[config.mk]
export PLATFORM = sky130hd
export DESIGN_NAME = quadrature_multi_flat
export DESIGN_NICKNAME = d
export VERILOG_FILES = /design/src/rtl/quadrature_pkg.sv /design/src/rtl/quadrature_multi_if.sv /design/src/rtl/quad_channel.sv /design/src/rtl/quadrature_multi.sv /design/src/flat_wrapper.sv
export SDC_FILE = /design/constraint.sdc
export NUM_CORES = 1
export LEC_CHECK = 0
export BUFFER_PORTS_ARGS = -buffer_cell sky130_fd_sc_hd__buf_2
export CELL_PAD_IN_SITES_DETAIL_PLACEMENT = 1
export CELL_PAD_IN_SITES_GLOBAL_PLACEMENT = 2
export CORE_MARGIN = 3
export CORE_UTILIZATION = 35
export CTS_BUF_LIST = sky130_fd_sc_hd__clkbuf_8
export DETAILED_ROUTE_END_ITERATION = 6
export PLACE_DENSITY_LB_ADDON = 0.1
export SYNTH_ARGS = -nofsm -noshare
export SYNTH_HDL_FRONTEND = slang
export SYNTH_SLANG_ARGS = --single-unit
[constraint.sdc]
create_clock -name clk -period 3.14 [get_ports clk]
set_input_delay 0.628 -clock clk [delete_from_list [all_inputs] [get_ports clk]]
set_output_delay 0.628 -clock clk [all_outputs]
set_load 0.03 [all_outputs]
[src/rtl/quadrature_pkg.sv]
// Shared decode definitions for the multi-channel quadrature decoder.
//   step_t      : per-cycle step classification of a filtered {A,B} change
//   gray_pos    : position (0..3) of an {A,B} level within the forward cycle
//   decode_step : maps {previous, new} filtered {A,B} to a step
package quadrature_pkg;

    // Encoded so that the value equals (new position - old position) mod 4.
    typedef enum logic [1:0] {
        STEP_NONE    = 2'd0,
        STEP_UP      = 2'd1,
        STEP_ILLEGAL = 2'd2,
        STEP_DN      = 2'd3
    } step_t;

    // Forward cycle 00 -> 10 -> 11 -> 01 maps to positions 0,1,2,3 ({A,B}).
    function automatic logic [1:0] gray_pos(input logic [1:0] ab);
        return {ab[0], ab[1] ^ ab[0]};
    endfunction

    function automatic step_t decode_step(input logic [1:0] prev_ab,
                                          input logic [1:0] new_ab);
        logic [1:0] diff;
        diff = gray_pos(new_ab) - gray_pos(prev_ab);
        return step_t'(diff);
    endfunction

endpackage

[src/rtl/quadrature_multi_if.sv]
// Pin/bus bundle of the multi-channel quadrature decoder.
//   inputs to decoder : quadA, quadB, idx (raw, async), idx_en, clr, clr_err, latch
//   outputs           : count, count_latched (channel n at [n*CNT_W +: CNT_W]), dir, err
interface quadrature_multi_if #(
    parameter int unsigned NCH   = 2,
    parameter int unsigned CNT_W = 32
);
    logic [NCH-1:0]       quadA;
    logic [NCH-1:0]       quadB;
    logic [NCH-1:0]       idx;
    logic [NCH-1:0]       idx_en;
    logic [NCH-1:0]       clr;
    logic                 clr_err;
    logic                 latch;
    logic [NCH*CNT_W-1:0] count;
    logic [NCH*CNT_W-1:0] count_latched;
    logic [NCH-1:0]       dir;
    logic [NCH-1:0]       err;

    modport master (
        output quadA, quadB, idx, idx_en, clr, clr_err, latch,
        input  count, count_latched, dir, err
    );

    modport slave (
        input  quadA, quadB, idx, idx_en, clr, clr_err, latch,
        output count, count_latched, dir, err
    );
endinterface

[src/rtl/quad_channel.sv]
// One quadrature channel: synchroniser, glitch filter, priming, decode,
// index zeroing, wrap/saturate counter and sticky illegal-transition flag.
//   clk, rst           : clock, synchronous active-high reset
//   a_in, b_in, idx_in : raw asynchronous encoder inputs
//   idx_en, clr        : zero-on-index enable, synchronous count clear
//   clr_err            : clears err (a coincident illegal step wins)
//   count, dir, err    : registered signed count, last direction, sticky error
module quad_channel
    import quadrature_pkg::*;
#(
    parameter int unsigned CNT_W       = 32,
    parameter int unsigned SYNC_STAGES = 2,
    parameter int unsigned FILT_LEN    = 4,
    parameter bit          WRAP        = 1'b1
) (
    input  logic             clk,
    input  logic             rst,
    input  logic             a_in,
    input  logic             b_in,
    input  logic             idx_in,
    input  logic             idx_en,
    input  logic             clr,
    input  logic             clr_err,
    output logic [CNT_W-1:0] count,
    output logic             dir,
    output logic             err
);
    localparam int unsigned FCW    = (FILT_LEN > 1) ? $clog2(FILT_LEN) : 1;
    localparam int unsigned FILL_W = $clog2(SYNC_STAGES + 1);
    localparam logic [CNT_W-1:0] CNT_MAX = {1'b0, {(CNT_W-1){1'b1}}};
    localparam logic [CNT_W-1:0] CNT_MIN = {1'b1, {(CNT_W-1){1'b0}}};

    // Bit order for all 3-bit vectors: [0]=A, [1]=B, [2]=idx.
    logic [2:0]                  raw;
    logic [2:0][SYNC_STAGES-1:0] sync_q;
    logic [2:0]                  sync_out;
    logic [2:0]                  cur;
    logic [2:0]                  prev_q;
    logic [FILL_W-1:0]           fill_q;
    logic                        primed_q;
    logic [CNT_W-1:0]            count_q, count_d;
    logic                        dir_q, dir_d, err_q, err_d;
    step_t                       step;
    logic                        idx_rise;

    assign raw = {idx_in, b_in, a_in};

    // Synchroniser chains and priming: wait until the chains hold real samples.
    always_ff @(posedge clk) begin
        if (rst) begin
            sync_q   <= '0;
            fill_q   <= '0;
            primed_q <= 1'b0;
            prev_q   <= '0;
        end else begin
            for (int i = 0; i < 3; i++) begin
                sync_q[i] <= {sync_q[i][SYNC_STAGES-2:0], raw[i]};
            end
            if (!primed_q) begin
                if (fill_q == FILL_W'(SYNC_STAGES)) begin
                    primed_q <= 1'b1;
                    prev_q   <= sync_out;
                end else begin
                    fill_q <= fill_q + FILL_W'(1);
                end
            end else begin
                prev_q <= cur;
            end
        end
    end

    always_comb begin
        for (int i = 0; i < 3; i++) begin
            sync_out[i] = sync_q[i][SYNC_STAGES-1];
        end
    end

    // Glitch filter: a new level must persist FILT_LEN cycles to be accepted.
    generate
        if (FILT_LEN == 0) begin : g_nofilt
            assign cur = sync_out;
        end else begin : g_filt
            logic [2:0]          filt_q;
            logic [2:0][FCW-1:0] hold_q;

            always_ff @(posedge clk) begin
                if (rst) begin
                    filt_q <= '0;
                    hold_q <= '0;
                end else if (!primed_q) begin
                    filt_q <= sync_out;
                    hold_q <= '0;
                end else begin
                    for (int i = 0; i < 3; i++) begin
                        if (sync_out[i] == filt_q[i]) begin
                            hold_q[i] <= '0;
                        end else if (hold_q[i] == FCW'(FILT_LEN - 1)) begin
                            filt_q[i] <= sync_out[i];
                            hold_q[i] <= '0;
                        end else begin
                            hold_q[i] <= hold_q[i] + FCW'(1);
                        end
                    end
                end
            end
            assign cur = filt_q;
        end
    endgenerate

    assign step     = decode_step({prev_q[0], prev_q[1]}, {cur[0], cur[1]});
    assign idx_rise = cur[2] & ~prev_q[2] & idx_en;

    // Counter next state; priority clr > index zero > step.
    always_comb begin
        count_d = count_q;
        dir_d   = dir_q;
        err_d   = err_q;
        if (clr_err) begin
            err_d = 1'b0;
        end
        if (primed_q) begin
            case (step)
                STEP_UP: begin
                    dir_d   = 1'b1;
                    count_d = (count_q == CNT_MAX) ? (WRAP ? CNT_MIN : CNT_MAX)
                                                   : count_q + CNT_W'(1);
                end
                STEP_DN: begin
                    dir_d   = 1'b0;
                    count_d = (count_q == CNT_MIN) ? (WRAP ? CNT_MAX : CNT_MIN)
                                                   : count_q - CNT_W'(1);
                end
                STEP_ILLEGAL: err_d = 1'b1;
                default: ;
            endcase
            if (idx_rise) begin
                count_d = '0;
            end
        end
        if (clr) begin
            count_d = '0;
        end
    end

    always_ff @(posedge clk) begin
        if (rst) begin
            count_q <= '0;
            dir_q   <= 1'b0;
            err_q   <= 1'b0;
        end else begin
            count_q <= count_d;
            dir_q   <= dir_d;
            err_q   <= err_d;
        end
    end

    assign count = count_q;
    assign dir   = dir_q;
    assign err   = err_q;
endmodule

[src/rtl/quadrature_multi.sv]
// Multi-channel quadrature decoder: NCH independent channels plus an atomic
// snapshot of all counts taken on latch (captures the pre-update counts).
//   clk, rst : clock, synchronous active-high reset
//   bus      : quadrature_multi_if slave (raw pins, controls, counts, flags)
module quadrature_multi #(
    parameter int unsigned NCH         = 2,
    parameter int unsigned CNT_W       = 32,
    parameter int unsigned SYNC_STAGES = 2,
    parameter int unsigned FILT_LEN    = 4,
    parameter bit          WRAP        = 1'b1
) (
    input  logic                 clk,
    input  logic                 rst,
    quadrature_multi_if.slave    bus
);
    logic [NCH*CNT_W-1:0] count_w;
    logic [NCH*CNT_W-1:0] latched_q;
    logic [NCH-1:0]       dir_w;
    logic [NCH-1:0]       err_w;

    generate
        for (genvar n = 0; n < NCH; n++) begin : g_ch
            quad_channel #(
                .CNT_W      (CNT_W),
                .SYNC_STAGES(SYNC_STAGES),
                .FILT_LEN   (FILT_LEN),
                .WRAP       (WRAP)
            ) u_ch (
                .clk    (clk),
                .rst    (rst),
                .a_in   (bus.quadA[n]),
                .b_in   (bus.quadB[n]),
                .idx_in (bus.idx[n]),
                .idx_en (bus.idx_en[n]),
                .clr    (bus.clr[n]),
                .clr_err(bus.clr_err),
                .count  (count_w[n*CNT_W +: CNT_W]),
                .dir    (dir_w[n]),
                .err    (err_w[n])
            );
        end
    endgenerate

    // Snapshot of all channels in one edge.
    always_ff @(posedge clk) begin
        if (rst) begin
            latched_q <= '0;
        end else if (bus.latch) begin
            latched_q <= count_w;
        end
    end

    assign bus.count         = count_w;
    assign bus.count_latched = latched_q;
    assign bus.dir           = dir_w;
    assign bus.err           = err_w;
endmodule

[src/flat_wrapper.sv]
// flat-port wrapper written by rule: the top's interface ports become plain ports
module quadrature_multi_flat 
#(
    parameter int unsigned NCH         = 2,
    parameter int unsigned CNT_W       = 32,
    parameter int unsigned SYNC_STAGES = 2,
    parameter int unsigned FILT_LEN    = 4,
    parameter bit          WRAP        = 1'b1
)
  (clk, rst, bus_quadA, bus_quadB, bus_idx, bus_idx_en, bus_clr, bus_clr_err, bus_latch, bus_count, bus_count_latched, bus_dir, bus_err);
  quadrature_multi_if #(.NCH(NCH), .CNT_W(CNT_W)) bus_i ();
  input  logic clk;
  input  logic rst;
  input wire logic [$bits(bus_i.quadA)-1:0] bus_quadA;
  input wire logic [$bits(bus_i.quadB)-1:0] bus_quadB;
  input wire logic [$bits(bus_i.idx)-1:0] bus_idx;
  input wire logic [$bits(bus_i.idx_en)-1:0] bus_idx_en;
  input wire logic [$bits(bus_i.clr)-1:0] bus_clr;
  input wire logic [$bits(bus_i.clr_err)-1:0] bus_clr_err;
  input wire logic [$bits(bus_i.latch)-1:0] bus_latch;
  output wire logic [$bits(bus_i.count)-1:0] bus_count;
  output wire logic [$bits(bus_i.count_latched)-1:0] bus_count_latched;
  output wire logic [$bits(bus_i.dir)-1:0] bus_dir;
  output wire logic [$bits(bus_i.err)-1:0] bus_err;
  assign bus_i.quadA = bus_quadA;
  assign bus_i.quadB = bus_quadB;
  assign bus_i.idx = bus_idx;
  assign bus_i.idx_en = bus_idx_en;
  assign bus_i.clr = bus_clr;
  assign bus_i.clr_err = bus_clr_err;
  assign bus_i.latch = bus_latch;
  assign bus_count = bus_i.count;
  assign bus_count_latched = bus_i.count_latched;
  assign bus_dir = bus_i.dir;
  assign bus_err = bus_i.err;
  quadrature_multi #(.NCH(NCH), .CNT_W(CNT_W), .SYNC_STAGES(SYNC_STAGES), .FILT_LEN(FILT_LEN), .WRAP(WRAP)) u_core (.clk(clk), .rst(rst), .bus(bus_i));
endmodule
==> impl_metrics.env <==
export IMPL_dpl_hpwl_um=28200
export IMPL_power_internal_uw=3230
export IMPL_relSlewSlack_pct=40.9
export IMPL_grt_max_degree=64
export IMPL_nFillCells=3505
export IMPL_nets=1442
export IMPL_arrival_ns=3.25
export IMPL_setup_ws_ns=0.283
export IMPL_avgViaCountPerCell=5.74
export IMPL_final_cell_mix="174 x dfxtp_1, 160 x nor2_1, 143 x buf_2"
export IMPL_overflow=0
export IMPL_met1Wirelength_um=17300
export IMPL_peakVddDrop_mv=0.216
export IMPL_skew_ns=0.0241
export IMPL_path_class="reg -> reg"
export IMPL_drc=0
export IMPL_rsz0062_at_grt="no"
export IMPL_start_util_pct=35.7
export IMPL_port_buffers=145
export IMPL_wl_met3_um=1360
export IMPL_cts_tree="built"
export IMPL_insertion_delay_ns=0.49
export IMPL_ioPinCount=146
export IMPL_status="finished, final reports clean"
export IMPL_max_cap_violations=0
export IMPL_setup_worst_path_start_class="flop"
export IMPL_grt_pass1_vias=10400
export IMPL_tightest_slew_ns=0.887
export IMPL_yosys_warnings=0
export IMPL_first_pass_iters=4
export IMPL_drive_gt1_share_pct=22.7
export IMPL_ys_seq_area_share_pct=33.9
export IMPL_synthCells=1271
export IMPL_cp_required_ns=3.54
export IMPL_holdWs_ns=0.337
export IMPL_clock_tree_buffer_depth=2
export IMPL_synth_edff_count=0
export IMPL_clock_sinks=174
export IMPL_layout_commonest_cell="dfxtp_1"
export IMPL_grt_pass1_wl_um=61000
export IMPL_fin_crit_sh_pct=91.0
export IMPL_post_cts_buffers=0
export IMPL_finalSetupViolCount=0
export IMPL_min_path_type="in -> reg"
export IMPL_wirelength_um=39000
export IMPL_numCtsBuffers=17
export IMPL_end_kind="flop"
export IMPL_highest_layer="met4"
export IMPL_antenna_found_initial=0
export IMPL_hold_viol_final=0
export IMPL_ctsResizeCount=0
export IMPL_die_height_um=177
export IMPL_power_density_nw_per_um2=397
export IMPL_rrSetupSlack_ns=0.28
export IMPL_cts_root_buffer="clkbuf_8"
export IMPL_grt_util_all_layers_pct=24.7
export IMPL_die_area_um2=31400
export IMPL_antenna_diode_count=0
export IMPL_post_route_min_period_ns=2.86
export IMPL_syn_area_per_cell_um2=8.08
export IMPL_ys_types=89
export IMPL_clkPwrFrac_pct=37.0
export IMPL_multi_input_area_um2=6080
export IMPL_row_count=62
export IMPL_finish_instance_area_um2=12100
export IMPL_syn_area_um2=10300
export IMPL_met2WireLength_um=19100
export IMPL_switching_power_uw=1580
export IMPL_place_gp_congestion=0.890
export IMPL_syn_nets=1301
export IMPL_report_final_slew_viol_count=0
export IMPL_p_seq_share_pct=48.0
export IMPL_drt_initial_drc_count=574
export IMPL_die_w_um=177
export IMPL_power_share_switching_pct=32.8
export IMPL_wl_per_cell_um=21.5
export IMPL_path_clk_slew_ns=0.12
export IMPL_vias=10400
export IMPL_postCtsHoldBufs=0
export IMPL_place_area_um2=11700
export IMPL_p_leak_uw=0.00525
export IMPL_ys_ff_latch=174
export IMPL_utilization_pct=42.1
export IMPL_htreeDepth=4
export IMPL_synth_ff_type="dfxtp_1"
export IMPL_cp_max_fo=19
export IMPL_register_area_um2=3480
export IMPL_syn2layout_area_growth_pct=17.9
export IMPL_fmax_mhz=350
export IMPL_drtAntennaViolNets=0
export IMPL_pwr_share_comb_pct=15.1
export IMPL_fin_setup_tns_ns=0
export IMPL_async_flop_share_pct=0
export IMPL_dp_slack_ns=0.326
export IMPL_core_area_um2=28800
## stage by stage
| step | total power, uW | std cells |
|---|---|---|
| 2_1_floorplan | 2840 | 1271 |
| 3_3_place_gp | 3060 | 1777 |
| 3_5_place_dp | 3080 | 1777 |
| 4_1_cts | 4860 | 1809 |
| 5_1_grt | 5030 | 1809 |
| 6_report | 4800 | 1809 |
## worst paths after layout
kind,endpoint,from,cells after the start
max,u_core.g_ch[1].u_ch.count[12],u_core.g_ch[1].u_ch.cur[1],8
min,u_core.g_ch[1].u_ch.sync_q[0],bus_quadA[1],2
max reg2reg,u_core.g_ch[1].u_ch.count[12],u_core.g_ch[1].u_ch.cur[1],8
min reg2reg,u_core.g_ch[0].u_ch.g_filt.hold_q[4],u_core.g_ch[0].u_ch.g_filt.hold_q[4],1
## cell usage after synthesis, drive strengths merged (16+ instances only)
master,number,share of area [%]
clkbuf,82,3.6
xnor2,19,1.6
nand2,98,3.6
nand3,52,2.5
nor4,30,2.8
nor2b,18,1.1
or3,19,1.2
nor3,44,2.3
mux2i,81,7.9
a21oi,57,2.8
dfxtp,174,34
a31oi,24,1.5
ha,16,1.9
nor2,164,6.1
buf,45,2.5
o21ai,50,2.4
nand4,43,2.7
inv,21,0.77
## cell type report
class | instances | share of cell area [%]
repair buffers | 249 | 12.7
well taps | 384 | 3.97
flip-flops and latches | 174 | 28.8
clock inverters | 15 | 1.75
clock buffers | 17 | 1.93
inverters | 21 | 0.651
multi-input cells | 949 | 50.2
## registers in the layout (all words and copies together) (netlist names)
name,flops
u_core.bus.count_latched,64
u_core.g_ch.u_ch.count,64
u_core.g_ch.u_ch.g_filt.hold_q,12
u_core.g_ch.u_ch.cur,6
u_core.g_ch.u_ch.prev_q,6
u_core.g_ch.u_ch.sync_out,6
u_core.g_ch.u_ch.sync_q,6
u_core.g_ch.u_ch.fill_q,4
u_core.g_ch.u_ch.dir,2
u_core.g_ch.u_ch.err,2
u_core.g_ch.u_ch.primed_q,2
## cells by family after synthesis
group | synth area share [%]
and+or+nand+nor | 29.0
AOI/OAI and AO/OA | 17.4
DFF | 33.9
buffers and inverters | 6.87
muxes | 8.22
xor gates and xnor gates | 2.58
adders and majority gates | 1.95
## worst max-delay path, cell delays in order (launching register included)
cell and delay, ns:
dfxtp_1 0.46, xnor2_1 0.16, ha_1 0.17, xnor3_1 0.28, or2_2 0.32, nand4_1 0.14
and2_1 0.74, o211ai_1 0.18, a311oi_1 0.32
## per-layer routing
metal,vias up,track usage [%]
li1,4941,-
met5,-,0
met4,0,9.33
met2,241,42.9
met3,71,3.36
met1,5123,31.1
## power by group through the flow
stage | sequential [uW] | clock, uW | combinational [uW]
2_1_floorplan | 2350 | 0 | 487
3_3_place_gp | 2350 | 0 | 707
3_5_place_dp | 2350 | 0 | 722
4_1_cts | 2300 | 1830 | 726
5_1_grt | 2310 | 1930 | 795
6_report | 2300 | 1780 | 723
No activity file was read; power rests on OpenSTA's default activity.
